File: src/rtl/uart_rx_frame_ctrl.sv
// UART RX frame controller: oversampled 3-sample majority vote per bit,
// start/data/parity/stop FSM, LSB-first deserialiser, drives the downstream
// parity checker and merges its verdict with the stop check into data_valid.
module uart_rx_frame_ctrl #(
  parameter int DATA_WIDTH = 8
) (
  input  logic                  clk,
  input  logic                  rst,
  input  logic                  serial_in,
  input  logic [5:0]            prescale,
  input  logic                  PAR_EN,
  input  logic                  parity_error,
  output logic [DATA_WIDTH-1:0] P_DATA,
  output logic                  sampled_bit,
  output logic                  PAR_CHECK_EN,
  output logic                  RX_CHECK_EN,
  output logic                  data_valid,
  output logic                  stop_error,
  output logic                  strt_glitch,
  output logic                  busy
);

  localparam int BW = (DATA_WIDTH > 1) ? $clog2(DATA_WIDTH) : 1;

  typedef enum logic [2:0] {IDLE, START, DATA, PARITY, STOP} state_t;

  state_t                state_q;
  logic [5:0]            edge_q;
  logic [BW-1:0]         bit_q;
  logic [5:0]            p_q;
  logic                  par_en_q;
  logic [2:0]            smp_q;
  logic [DATA_WIDTH-1:0] data_q;
  logic                  sbit_q, par_chk_q, rx_chk_q, dv_q, serr_q, glitch_q, busy_q;

  logic [5:0] p_eff, h;
  logic       eob, maj;

  // Effective prescale: force even, clamp to a minimum of 8.
  always_comb begin
    p_eff = prescale & 6'b111110;
    if (p_eff < 6'd8) p_eff = 6'd8;
  end

  // Half-bit point, end-of-bit flag and majority of the three mid-bit samples.
  always_comb begin
    h   = {1'b0, p_q[5:1]};
    eob = (edge_q == p_q - 6'd1);
    maj = (smp_q[0] & smp_q[1]) | (smp_q[0] & smp_q[2]) | (smp_q[1] & smp_q[2]);
  end

  // Frame FSM with bit timing, sampling, deserialisation and registered strobes.
  always_ff @(posedge clk or posedge rst) begin
    if (rst) begin
      state_q   <= IDLE;
      edge_q    <= '0;
      bit_q     <= '0;
      p_q       <= 6'd8;
      par_en_q  <= 1'b0;
      smp_q     <= 3'b111;
      data_q    <= '0;
      sbit_q    <= 1'b1;
      par_chk_q <= 1'b0;
      rx_chk_q  <= 1'b0;
      dv_q      <= 1'b0;
      serr_q    <= 1'b0;
      glitch_q  <= 1'b0;
      busy_q    <= 1'b0;
    end else begin
      par_chk_q <= 1'b0;
      rx_chk_q  <= 1'b0;
      dv_q      <= 1'b0;
      glitch_q  <= 1'b0;

      // Bit timing and mid-bit sampling run in every active state.
      if (state_q != IDLE) begin
        edge_q <= eob ? 6'd0 : edge_q + 6'd1;
        if (edge_q == h - 6'd1) smp_q[0] <= serial_in;
        if (edge_q == h)        smp_q[1] <= serial_in;
        if (edge_q == h + 6'd1) smp_q[2] <= serial_in;
        if (edge_q == h + 6'd2) sbit_q   <= maj;
      end

      case (state_q)
        IDLE: begin
          if (!serial_in) begin
            // Detection cycle is edge 0 of the start bit.
            state_q  <= START;
            edge_q   <= 6'd1;
            p_q      <= p_eff;
            par_en_q <= PAR_EN;
            rx_chk_q <= 1'b1;
            busy_q   <= 1'b1;
          end
        end
        START: begin
          if (eob) begin
            if (sbit_q) begin
              state_q  <= IDLE;
              glitch_q <= 1'b1;
              busy_q   <= 1'b0;
            end else begin
              state_q <= DATA;
              bit_q   <= '0;
            end
          end
        end
        DATA: begin
          if (eob) begin
            data_q[bit_q] <= sbit_q;
            if (bit_q == BW'(DATA_WIDTH - 1)) state_q <= par_en_q ? PARITY : STOP;
            else                               bit_q   <= bit_q + BW'(1);
          end
        end
        PARITY: begin
          if (eob) begin
            par_chk_q <= 1'b1;
            state_q   <= STOP;
          end
        end
        STOP: begin
          if (eob) begin
            serr_q  <= ~sbit_q;
            dv_q    <= sbit_q & (~par_en_q | ~parity_error);
            state_q <= IDLE;
            busy_q  <= 1'b0;
          end
        end
        default: begin
          state_q <= IDLE;
          edge_q  <= '0;
          bit_q   <= '0;
          busy_q  <= 1'b0;
        end
      endcase
    end
  end

  assign P_DATA       = data_q;
  assign sampled_bit  = sbit_q;
  assign PAR_CHECK_EN = par_chk_q;
  assign RX_CHECK_EN  = rx_chk_q;
  assign data_valid   = dv_q;
  assign stop_error   = serr_q;
  assign strt_glitch  = glitch_q;
  assign busy         = busy_q;

endmodule
File: config.mk
export PLATFORM = sky130hd
export DESIGN_NAME = uart_rx_frame_ctrl
export DESIGN_NICKNAME = d
export VERILOG_FILES = /design/src/rtl/uart_rx_frame_ctrl.sv
export SDC_FILE = /design/constraint.sdc
export NUM_CORES = 1
export LEC_CHECK = 0
export BUFFER_PORTS_ARGS = -buffer_cell sky130_fd_sc_hd__buf_2
export CAP_MARGIN = 0
export CORE_MARGIN = 1
export CORE_UTILIZATION = 35
export CTS_CLUSTER_DIAMETER = 120
export DETAILED_ROUTE_END_ITERATION = 10
export GPL_ROUTABILITY_DRIVEN = 1
export PLACE_DENSITY = 0.59
export SYNTH_ARGS = -nofsm -noshare
export SYNTH_HDL_FRONTEND = slang
export SYNTH_SLANG_ARGS = --single-unit
File: constraint.sdc
create_clock -name clk -period 2.5 [get_ports clk]
set_input_delay 0 -clock clk [delete_from_list [all_inputs] [get_ports clk]]
set_output_delay 0 -clock clk [all_outputs]
set_load 0.005 [all_outputs]
==> reports/qor.tcl <==
set qor(result_of_the_run) {finished, final reports clean}
set qor(globalRouteOverflowTotal) 0
set qor(setup-violations-final) 0
set qor(rr_worst_depth) 7
set qor(synth_cell_type_count) 50
set qor(period_share_pct) 93.2
set qor(worst_case_clock_skew_ns) 0.0142
set qor(seqCellArea_um2) 907
set qor(seq_area_frac_synth_pct) 42.2
set qor(drt-pass1-iter-count) 4
set qor(core-area_mm2) 0.00592
set qor(critical_path.startpoint) {p_q[3]}
set qor(synth_nets) 239
set qor(numPortBuffers) 24
set qor(antenna-diode-count) 0
set qor(post-cts-setup-buffer-count) 0
set qor(top_level_ports) 26
set qor(max_freq_mhz) 429
set qor(finalWeightedCongestion) 0.853
set qor(finalPower_w) 0.00280
set qor(path_max_fanout) 6
set qor(timing.hold.worst_path_depth) 3
set qor(switching_power_w) 0.00117
set qor(endpoint_kind) {flop}
set qor(drt.antenna.violating_nets) 0
set qor(critical_path.startpoint_type) {flop}
set qor(postSynth.topFlopCell) {sky130_fd_sc_hd__dfrtp_1}
set qor(clockRootBuffer) {sky130_fd_sc_hd__clkbuf_8}
set qor(first_global_vias) 1740
set qor(layout_setup_ws_ns) 0.170
set qor(tritoncts.num_buffers) 5
set qor(number_of_design_rule_violations_left_after_detail_routing) 0
set qor(power.share.switching_pct) 41.7
set qor(worst_hold_path_type) {input pin to flop}
set qor(share_clk_of_total_power_pct) 16.0
set qor(cp.required_ns) 2.68
set qor(die_h_um) 80.4
set qor(timing.max_slew.rel_slack_pct) 69.4
set qor(gr-max-usage-layer) {met2}
set qor(vdd_drop_max_uv) 354
set qor(grt_antenna_before_repair) 0
set qor(tritoncts) {yes}
set qor(wl_per_cell_um) 14.7
set qor(yosysWarningCount) 0
set qor(avgSynthCellArea_um2) 9.77
set qor(crit-reg2reg-launch) {p_q[3]}
set qor(global_route.usage.met1_pct) 21.9
set qor(rsz_0062_raised_after_global_routing) {no}
set qor(rows) 28
set qor(internal_power_w) 0.00163
set qor(synth_area_mm2) 0.00215
set qor(total_via_count_after_detailed_routing) 1777
set qor(layout.filler_cells) 578
set qor(drt_first_iter_violations) 100
set qor(clockBufferDepth) 2
set qor(postSynthRegisterBits) 36
set qor(fp.dieArea_mm2) 0.00646
set qor(worst_slew_pin_slew_ns) 0.454
set qor(final_cell_mix) {31 x sky130_fd_sc_hd__dfrtp_1, 24 x sky130_fd_sc_hd__buf_2, 21 x sky130_fd_sc_hd__nor2_1, 15 x sky130_fd_sc_hd__xor2_1}
set qor(final_nets) 276
set qor(power.combinational.fraction_pct) 48.7
set qor(hold_start) {prescale[3]}
set qor(clock_sink_count) 36
set qor(power.density_cell_area_mw_per_mm2) 1090
set qor(hold_viol) 0
set qor(die_x_um) 80.4
set qor(wire_length_of_the_first_global_routing_pass_um) 8420
set qor(layout_commonest_cell) {sky130_fd_sc_hd__dfrtp_1}
set qor(synth_enable_flop_cells) 0
set qor(groute.usage.overall_pct) 17.2
set qor(route.detailed.vias_per_inst) 5.34
set qor(final.setup.tns_ns) 0
set qor(timing.critical_path.arrival_ns) 2.51
set qor(worst_skew_pair.late_latency_ns) 0.29
set qor(power_frac_seq_pct) 35.3
set qor(use_met3_pct) 3.18
set qor(globalRouteMet2Util_pct) 29.3
set qor(post-route-min-period_ns) 2.33
set qor(hpwlAfterDp_um) 3550
set qor(largest_net_degree_at_the_start_of_global_routing) 37
set qor(path_clk_slew_ns) 0.08
set qor(area.growth.synth_to_final_pct) 19.5
set qor(timing.final.max_slew_violations) 0
set qor(worst-setup-path-type) {flop to flop}
set qor(dp_slack_ns) 0.111
set qor(cts.htree.levels) 2
set qor(synth-async-reset-ratio_pct) 100
set qor(initial_core_util_pct) 36.3
set qor(area_of_the_multi_input_gates_mm2) 0.00116
set qor(max-cap-violations) 0
set qor(post_synth_inst_count) 220
set qor(leakage_nw) 1.19
set qor(final_layout_size_suffix_gt1_share_pct) 26.7
set qor(wirelength_um) 4880
## cell usage after synthesis, types with 2 or more instances
library cell,count,area (um^2)
sky130_fd_sc_hd__dfrtp_1,31,776
sky130_fd_sc_hd__nor2_1,21,78.8
sky130_fd_sc_hd__xor2_1,15,131
sky130_fd_sc_hd__nand2_1,14,52.6
sky130_fd_sc_hd__mux2_2,13,146
sky130_fd_sc_hd__o21ai_0,10,50.1
sky130_fd_sc_hd__xnor2_1,9,78.8
sky130_fd_sc_hd__ha_1,8,100
sky130_fd_sc_hd__nand3_1,8,40.0
sky130_fd_sc_hd__inv_1,7,26.3
sky130_fd_sc_hd__buf_2,6,30.0
sky130_fd_sc_hd__clkbuf_1,6,22.5
sky130_fd_sc_hd__a21oi_1,5,25.0
sky130_fd_sc_hd__dfstp_2,5,131
sky130_fd_sc_hd__nand4_1,5,31.3
sky130_fd_sc_hd__nor3_1,5,25.0
sky130_fd_sc_hd__and3_1,4,25.0
sky130_fd_sc_hd__nand2b_1,4,25.0
sky130_fd_sc_hd__nor4_1,4,25.0
sky130_fd_sc_hd__or3_1,4,25.0
sky130_fd_sc_hd__a22o_1,2,17.5
sky130_fd_sc_hd__nand4b_1,2,17.5
sky130_fd_sc_hd__nor2b_1,2,12.5
sky130_fd_sc_hd__o221ai_1,2,17.5
sky130_fd_sc_hd__o2bb2ai_1,2,17.5
sky130_fd_sc_hd__o31ai_1,2,15.0
## through the flow
stage               hold slack (ns)  area, um^2  util [%]  instances
floorplan                     0.117        2150         -        220
global placement              0.133        2410      40.7        319
detailed placement            0.138        2410      40.7        319
CTS                          0.0116        2560      43.3        333
global route                 0.0413        2570      43.4        333
finish                       0.0144        2570      43.4        333
## registers in the layout, indices dropped and copies added, names as in the netlist
name	flops
PAR_CHECK_EN	1
stop_error	1
bit_q	3
data_valid	1
sampled_bit	1
p_q	5
strt_glitch	1
edge_q	6
state_q	3
P_DATA	8
RX_CHECK_EN	1
busy	1
smp_q	3
par_en_q	1
## final timing paths
check / to / slack, ns
hold reg to reg: P_DATA[3] / 0.50
hold / removal: p_q[3] / 0.01
setup / recovery: P_DATA[3] / 0.17
max in group asynchronous: smp_q[0] / 1.77
setup reg to reg: P_DATA[3] / 0.17
min in group asynchronous: p_q[2] / 0.36
## power groups by stage
stage | clock network, W | logic, W | registers (W)
finish | 0.000447 | 0.00136 | 0.000987
detailed placement | 0 | 0.00134 | 0.00100
floorplan | 0 | 0.00109 | 0.000868
global placement | 0 | 0.00132 | 0.000996
global route | 0.000477 | 0.00153 | 0.00102
CTS | 0.000464 | 0.00136 | 0.000990
## metal layers
layer	share of wire, %	vias up	wire [um]
li1	-	857	-
met1	46	869	2260
met2	47	43	2320
met3	4.6	8	227
met4	1.5	0	74
met5	0	-	0
## cell families after synthesis
kind of cell               Yosys count  share of synthesized area [%]
adders and majority gates            8                           4.66
muxes                               14                           7.33
DFF                                 36                           42.2
AOI/OAI and AO/OA                   39                           13.6
and+or+nand+nor                     78                           18.4
xor gates and xnor gates            24                           9.78
buffers and inverters               21                           4.07
## cell type report
class / instances / share of cell area, %
multi-input combinational: 163 / 45.1
inverter: 7 / 1.02
tap: 75 / 3.65
sequential: 36 / 35.3
clock buffer: 6 / 3.21
clock inverter: 2 / 0.585
timing repair buffer: 44 / 11.1
## critical path: stages, from the launching register on
cell and delay (ns):
sky130_fd_sc_hd__dfstp_2 0.53, sky130_fd_sc_hd__inv_1 0.06, sky130_fd_sc_hd__ha_1 0.18, sky130_fd_sc_hd__a21boi_1 0.23, sky130_fd_sc_hd__xnor2_1 0.20, sky130_fd_sc_hd__o211ai_2 0.19, sky130_fd_sc_hd__or4_1 0.51, sky130_fd_sc_hd__mux2_1 0.32
## repair_timing
| item | 4_1_cts | 5_1_grt |
|---|---|---|
| setup endpoints to repair | 0 | 2 |
| hold buffers | 6 | 0 |
| gates resized for setup | 0 | 2 |
| hold endpoints to repair | 36 | 0 |
Note: power is estimated with default switching activity, not from simulation.
